## src/rtl/cpuDefine.sv

```systemverilog
// Shared CPU types: instruction word, datapath word, and the IF/ID queue entry.
package cpuDefine;

   localparam int unsigned XLEN      = 32;
   localparam int unsigned IFQ_DEPTH = 4;

   typedef logic [31:0]     Instr;
   typedef logic [XLEN-1:0] DType;

   typedef struct packed {
      DType pc;
      Instr instr;
      logic excp;
   } IfqEntry;

endpackage

```

## src/rtl/if_id_queue.sv

```systemverilog
// IF/ID decoupling queue: circular buffer of fetched instructions feeding decode.
// Optional zero-latency empty-queue bypass enabled by defining IFQ_BYPASS_EN.
module if_id_queue
   import cpuDefine::*;
#(
   parameter int unsigned DEPTH = IFQ_DEPTH
) (
   input  logic clk,
   input  logic rst,
   input  logic flush,
   input  logic in_valid,
   output logic in_ready,
   input  DType in_pc,
   input  Instr in_instr,
   input  logic in_excp,
   output logic out_valid,
   input  logic out_ready,
   output DType out_pc,
   output Instr out_instr,
   output logic out_excp
);

   localparam int unsigned PTR_W = $clog2(DEPTH);
   localparam int unsigned CNT_W = $clog2(DEPTH + 1);

   IfqEntry            mem [DEPTH];
   logic [PTR_W-1:0]   wr_ptr;
   logic [PTR_W-1:0]   rd_ptr;
   logic [CNT_W-1:0]   count;
   IfqEntry            head;
   logic               push;
   logic               pop;
   logic               bypass_take;

   // Handshake decode and head presentation (storage head, or input when bypassing).
   always_comb begin
      head        = mem[rd_ptr];
      in_ready    = (count != CNT_W'(DEPTH));
      out_valid   = (count != '0);
      out_pc      = head.pc;
      out_instr   = head.instr;
      out_excp    = head.excp;
      bypass_take = 1'b0;
`ifdef IFQ_BYPASS_EN
      if ((count == '0) && in_valid && !flush) begin
         out_valid   = 1'b1;
         out_pc      = in_pc;
         out_instr   = in_instr;
         out_excp    = in_excp;
         bypass_take = out_ready;
      end
`endif
      push = in_valid && in_ready && !flush && !bypass_take;
      pop  = (count != '0) && out_ready && !flush;
   end

   // Pointer, count and storage update; flush discards everything, including this cycle's beat.
   always_ff @(posedge clk or posedge rst) begin
      if (rst) begin
         wr_ptr <= '0;
         rd_ptr <= '0;
         count  <= '0;
         for (int unsigned i = 0; i < DEPTH; i++) begin
            mem[i] <= '0;
         end
      end else if (flush) begin
         wr_ptr <= '0;
         rd_ptr <= '0;
         count  <= '0;
      end else begin
         if (push) begin
            mem[wr_ptr] <= '{pc: in_pc, instr: in_instr, excp: in_excp};
            wr_ptr      <= wr_ptr + PTR_W'(1);
         end
         if (pop) begin
            rd_ptr <= rd_ptr + PTR_W'(1);
         end
         case ({push, pop})
            2'b10:   count <= count + CNT_W'(1);
            2'b01:   count <= count - CNT_W'(1);
            default: count <= count;
         endcase
      end
   end

endmodule

```

## config.mk

```make
export PLATFORM = sky130hd
export DESIGN_NAME = if_id_queue
export DESIGN_NICKNAME = d
export VERILOG_FILES = /design/src/rtl/cpuDefine.sv /design/src/rtl/if_id_queue.sv
export SDC_FILE = /design/constraint.sdc
export NUM_CORES = 1
export LEC_CHECK = 0
export CORE_UTILIZATION = 56
export DETAILED_ROUTE_END_ITERATION = 7
export PLACE_DENSITY = 0.86
export REMOVE_ABC_BUFFERS = 1
export SYNTH_ARGS = -nofsm -noshare
export SYNTH_HDL_FRONTEND = slang
export SYNTH_SLANG_ARGS = --single-unit
```

## constraint.sdc

```tcl
create_clock -name clk -period 9.05 [get_ports clk]
set_input_delay 0.905 -clock clk [delete_from_list [all_inputs] [get_ports clk]]
set_output_delay 0.905 -clock clk [all_outputs]
set_load 0.05 [all_outputs]
```

=== Yosys cells after proc, flatten, opt, wreduce, memory -nomap -nowiden ===
Cells that the tools add are included.

* Add/subtract/negate cells: 4
* Order comparisons: 3
* Equal/unequal tests: 3
* Mux-type cells: 12
* Bitwise operators: 3
* Reduce and logical (&&, ||, !) cells: 11

{| class="wikitable"
|+ Operator list
! kind !! count
|-
| bitwise mux 260 bit || 1
|-
| 2-to-1 mux 65 bit || 3
|-
| binary-select mux 65 bit (select 2 bit) || 1
|-
| demux 65 bit (select 2 bit) || 1
|-
| 2-to-1 mux 2 bit || 4
|-
| >= comparator 3 bit, second input constant || 2
|-
| inverter 2 -> 3 bit || 2
|-
| case mux 3 bit (2 select lines) || 1
|-
| nonzero test 3 bit || 2
|-
| logical AND 1 bit || 5
|-
| adder 2 x 1 -> 2 bit, second input constant || 2
|-
| nonzero test 2 bit || 2
|-
| adder 3 x 1 -> 3 bit, second input constant || 1
|-
| < comparator 3 x 1 -> 1 bit, second input constant || 1
|-
| 2-to-1 mux 3 bit || 1
|-
| inequality test 3 bit, second input constant || 1
|-
| subtractor 3 x 1 -> 3 bit, second input constant || 1
|-
| == test 2 x 1 -> 1 bit, second input constant || 1
|-
| == test 2 bit, second input constant || 1
|-
| AND reduction 2 bit || 1
|-
| zero test 1 bit || 1
|-
| inverter 1 bit || 1
|}

* Register bits after elaboration: 267
* Bits of input ports: 70
* Output and inout bits: 67
* Logic and storage cells: 51

=== Logic depth before layout (Yosys ltp) ===
* Word-level depth: 6
* Depth in mapped cells: 8
* Gate-level depth less buffers: 7

=== Worst setup path before layout ===
OpenSTA, ideal clock, no wires.

* Path type: input port to flip-flop
* Start: input port out_ready
* End: register count[1]
* Library setup time: 0.125 ns
* Arrival time: 2.440 ns
* Data required time: 8.925 ns
* Path slack: 6.485 ns
* Stages: 7
* Path buffers: 1
* Cells stage by stage: clkbuf_1 > o31ai_1 > a211oi_1 > fa_1 > a21boi_0 > and4b_1 > a2111oi_0

* Longest elaborated chain between the ends: 5
* Elaborated cells between the ends (all ways): 7
* Classes of those cells: 2 x eq/ne; 2 x mux; 3 x reduce/logical

{| class="wikitable"
|+ Ends and longest elaborated chain
! item !! line !! RTL
|-
| start: declaration || if_id_queue.sv:17 || <nowiki>input logic out_ready,</nowiki>
|-
| logical AND 1 bit * (2 in series) || if_id_queue.sv:54 || <nowiki>pop = (count != '0) && out_ready && !flush;</nowiki>
|-
| == test 2 x 1 -> 1 bit or == test 2 bit (tied branches) || if_id_queue.sv:78 || <nowiki>case ({push, pop})</nowiki>
|-
| case mux 3 bit (2 select lines) || if_id_queue.sv:78 ||
|-
| 2-to-1 mux 3 bit || if_id_queue.sv:66 || <nowiki>end else if (flush) begin</nowiki>
|-
| end signal: assignment || if_id_queue.sv:79 || <nowiki>2'b10: count <= count + CNT_W'(1);</nowiki>
|-
| end signal: assignment || if_id_queue.sv:80 || <nowiki>2'b01: count <= count - CNT_W'(1);</nowiki>
|-
| end signal: assignment || if_id_queue.sv:81 || <nowiki>default: count <= count;</nowiki>
|-
| end: declaration || if_id_queue.sv:29 || <nowiki>logic [CNT_W-1:0] count;</nowiki>
|}

Every way passes the cells marked *; elsewhere a longest branch is shown, timed or not.
A chain may end at the register's enable or synchronous reset.

=== Final worst setup path ===
* Start: register rd_ptr[0]
* End: output port out_pc[11]

* Longest elaborated chain between the ends: 4

{| class="wikitable"
|+ Ends and longest elaborated chain
! item !! line !! RTL
|-
| start: declaration || if_id_queue.sv:28 || <nowiki>logic [PTR_W-1:0] rd_ptr;</nowiki>
|-
| start signal: assignment || if_id_queue.sv:76 || <nowiki>rd_ptr <= rd_ptr + PTR_W'(1);</nowiki>
|-
| inverter 2 -> 3 bit (implied by the code) || if_id_queue.sv:37 || <nowiki>head = mem[rd_ptr];</nowiki>
|-
| binary-select mux 65 bit (select 2 bit) || if_id_queue.sv:37 ||
|-
| 2-to-1 mux 65 bit (implied by the code) (2 in series) || if_id_queue.sv:37 ||
|-
| end: declaration || if_id_queue.sv:18 || <nowiki>output DType out_pc,</nowiki>
|}

Every way passes these cells. The select of a mux whose other input is x is not followed.

==> results.json <==
{
  "syn_inst": 696,
  "yosysMostFrequentCell": "dfrtp_1",
  "placed_area_um2": 13440,
  "route.detailed.drc": 0,
  "grt_max_degree": 100,
  "routabilityCongestion": 0.7755,
  "synth_edf_count": 0,
  "final_core_util": 0.6800,
  "worst_pin_slew_ns": 1.159,
  "drtIter0Drc": 278,
  "coreArea_um2": 21020,
  "fin_area_um2": 14290,
  "vias": 6480,
  "timing.final.crit_share": 0.4800,
  "worst-r2r-setup-slack_ns": 6.19,
  "synth_area_leader_cell": "dfrtp_1",
  "syn_area_um2": 12030,
  "dieArea_um2": 22070,
  "synthTopCellsByCount": "dfrtp_1, mux2_2, mux4_2",
  "crit_fanout": 51,
  "finalMaxSlewViolations": 0,
  "ys_seq_elements": 267,
  "htreeDepth": 1,
  "rsz0062_at_grt": "no",
  "peakVddDrop_v": 0.0002563,
  "grt_first_pass_wirelength_mm": 39.15,
  "postCtsSetupBuffers": 0,
  "ys_warn_count": 0,
  "cp-start-kind": "register",
  "p_leak_nw": 6.098,
  "grt_usage": 0.2282,
  "clockRootBuffer": "clkbuf_16",
  "cts.sinks": 267,
  "fillers": 1389,
  "finalSetupTns_ns": 0,
  "max_cap_viol_count": 0,
  "worstSetupEndpointType": "primary output",
  "syn_avg_cell_area_um2": 17.29,
  "final_antenna_net_count": 0,
  "die_w_um": 148.6,
  "area_growth_pct": 18.80,
  "wirelength_mm": 24.10,
  "rows": 53,
  "power.total_mw": 4.915,
  "ys.flop_type": "dfrtp_1",
  "skew_ns": 0.005573,
  "first_pass_iters": 4,
  "vias_per_cell": 5.854,
  "synthTopCellsByArea": "dfrtp_1, mux2_2, mux4_2, mux2_4, buf_4",
  "power_density_nw_per_um2": 343.8,
  "async_flop_share": 1.000,
  "status": "finished, final reports clean",
  "clock.fmax_mhz": 230.2,
  "crit_path_end": "out_pc[11]",
  "gr-total-overflow": 0,
  "hold_path_class": "register to register",
  "finalNetCount": 891,
  "slew_headroom": 0.2272,
  "cts_tree": "built",
  "numPortBuffers": 136,
  "cts_max_path_buffers": 3,
  "cp.arrival_ns": 3.44,
  "die_h_um": 148.6,
  "ios": 137,
  "grt_antenna_before_repair": 0,
  "seq_area_frac_synth": 0.5553,
  "clock_latency_ns": 0.51,
  "grt_pass1_vias": 7369,
  "worstPathRequired_ns": 8.15,
  "wl_per_cell_um": 21.77,
  "hpwl_mm": 14.58,
  "start_util": 0.5723,
  "reg2reg_depth": 5,
  "cts_resized": 0,
  "synth_top_area_frac": 0.5553,
  "drive_above_1_share": 0.4519,
  "ys_types": 39,
  "crit_start": "rd_ptr[0]$_DFFE_PP0P_",
  "antenna-diode-count": 0,
  "hold_viol": 0,
  "cts_inserted_buffers": 27,
  "holdBufCountCts": 0,
  "crit_type": "register to primary output",
  "path_clk_slew_ns": 0.06,
  "finalSetupViolations": 0,
  "finalCriticalPeriod_ns": 4.344,
  "r2r_end": "mem[53]$_DFFE_PP0P_",
  "rr_startpoint": "count[0]$_DFFE_PP0P_"
}
==> state kept, by name, summed over array words and instances, names as in the netlist <==
| register | flops |
|---|---|
| count | 3 |
| rd_ptr | 2 |
| mem | 260 |
| wr_ptr | 2 |
==> layer usage <==
metal / track usage / part of all wire
met5: 0 / 0
met4: 0.05979 / 0.019
met1: 0.3035 / 0.43
met3: 0.04387 / 0.050
met2: 0.3860 / 0.50
==> report_power, final <==
group	total, mW	internal [mW]	switching [mW]
Clock	1.07	0.637	0.430
Sequential	1.91	1.64	0.266
Combinational	1.94	0.942	1.00
Total	4.91	3.22	1.70
==> cells by family after synthesis <==
logic type | after synthesis | share of synthesized area
mux | 325 | 0.3806
flops | 267 | 0.5553
buf+inv | 56 | 0.03359
simple gates | 21 | 0.01186
compound gates | 19 | 0.01061
fa+ha+maj | 5 | 0.005824
xor+xnor | 3 | 0.002184
==> final cells by class <==
class                   count  area [um2]  area share
clock buffers              42       812.0     0.05681
clock inverters             3       40.04    0.002801
inverters                   7       33.78    0.002363
multi-input cells         373        4984      0.3487
flip-flops and latches    267        6689      0.4680
well taps                 275       344.1     0.02407
repair buffers            140        1391     0.09734
==> layout by cell type (no fill, tap or decap), types with 3 or more instances in the layout <==
cell             count
a21oi_1              5
buf_4                4
clkbuf_1             7
clkbuf_16           27
clkbuf_8             8
clkdlybuf4s50_1    136
dfrtp_1            265
ha_1                 4
inv_1                5
mux2_2             210
mux2_4              50
mux4_2              65
nand2b_1             3
nand3_4              3
o21ai_0              3
==> stage by stage <==
| step | hold WS [ns] | worst slack, ns | cells |
|---|---|---|---|
| after floorplan | 0.4743 | 0.7914 | 647 |
| after global placement | 0.4815 | 5.007 | 1062 |
| after detailed placement | 0.4871 | 4.861 | 1062 |
| after CTS | 0.5009 | 4.596 | 1107 |
| after global routing | 0.5146 | 4.456 | 1107 |
| final | 0.4972 | 4.706 | 1107 |
==> critical path, cell delays in order, from the launching register on <==
cell             delay, ns
dfrtp_4               0.65
buf_4                 0.87
mux4_2                0.65
clkdlybuf4s50_1       0.73
==> how the worst min path moves through the flow <==
stage	start	to	slack [ns]	cells after the start
after floorplan	mem[100]$_DFFE_PP0P_	mem[100]$_DFFE_PP0P_	0.47	1
after global placement	mem[98]$_DFFE_PP0P_	mem[98]$_DFFE_PP0P_	0.48	1
after detailed placement	mem[76]$_DFFE_PP0P_	mem[76]$_DFFE_PP0P_	0.49	1
after CTS	mem[76]$_DFFE_PP0P_	mem[76]$_DFFE_PP0P_	0.50	1
after global routing	mem[125]$_DFFE_PP0P_	mem[125]$_DFFE_PP0P_	0.51	1
final	mem[76]$_DFFE_PP0P_	mem[76]$_DFFE_PP0P_	0.50	1
(Power assumes the default switching activity.)
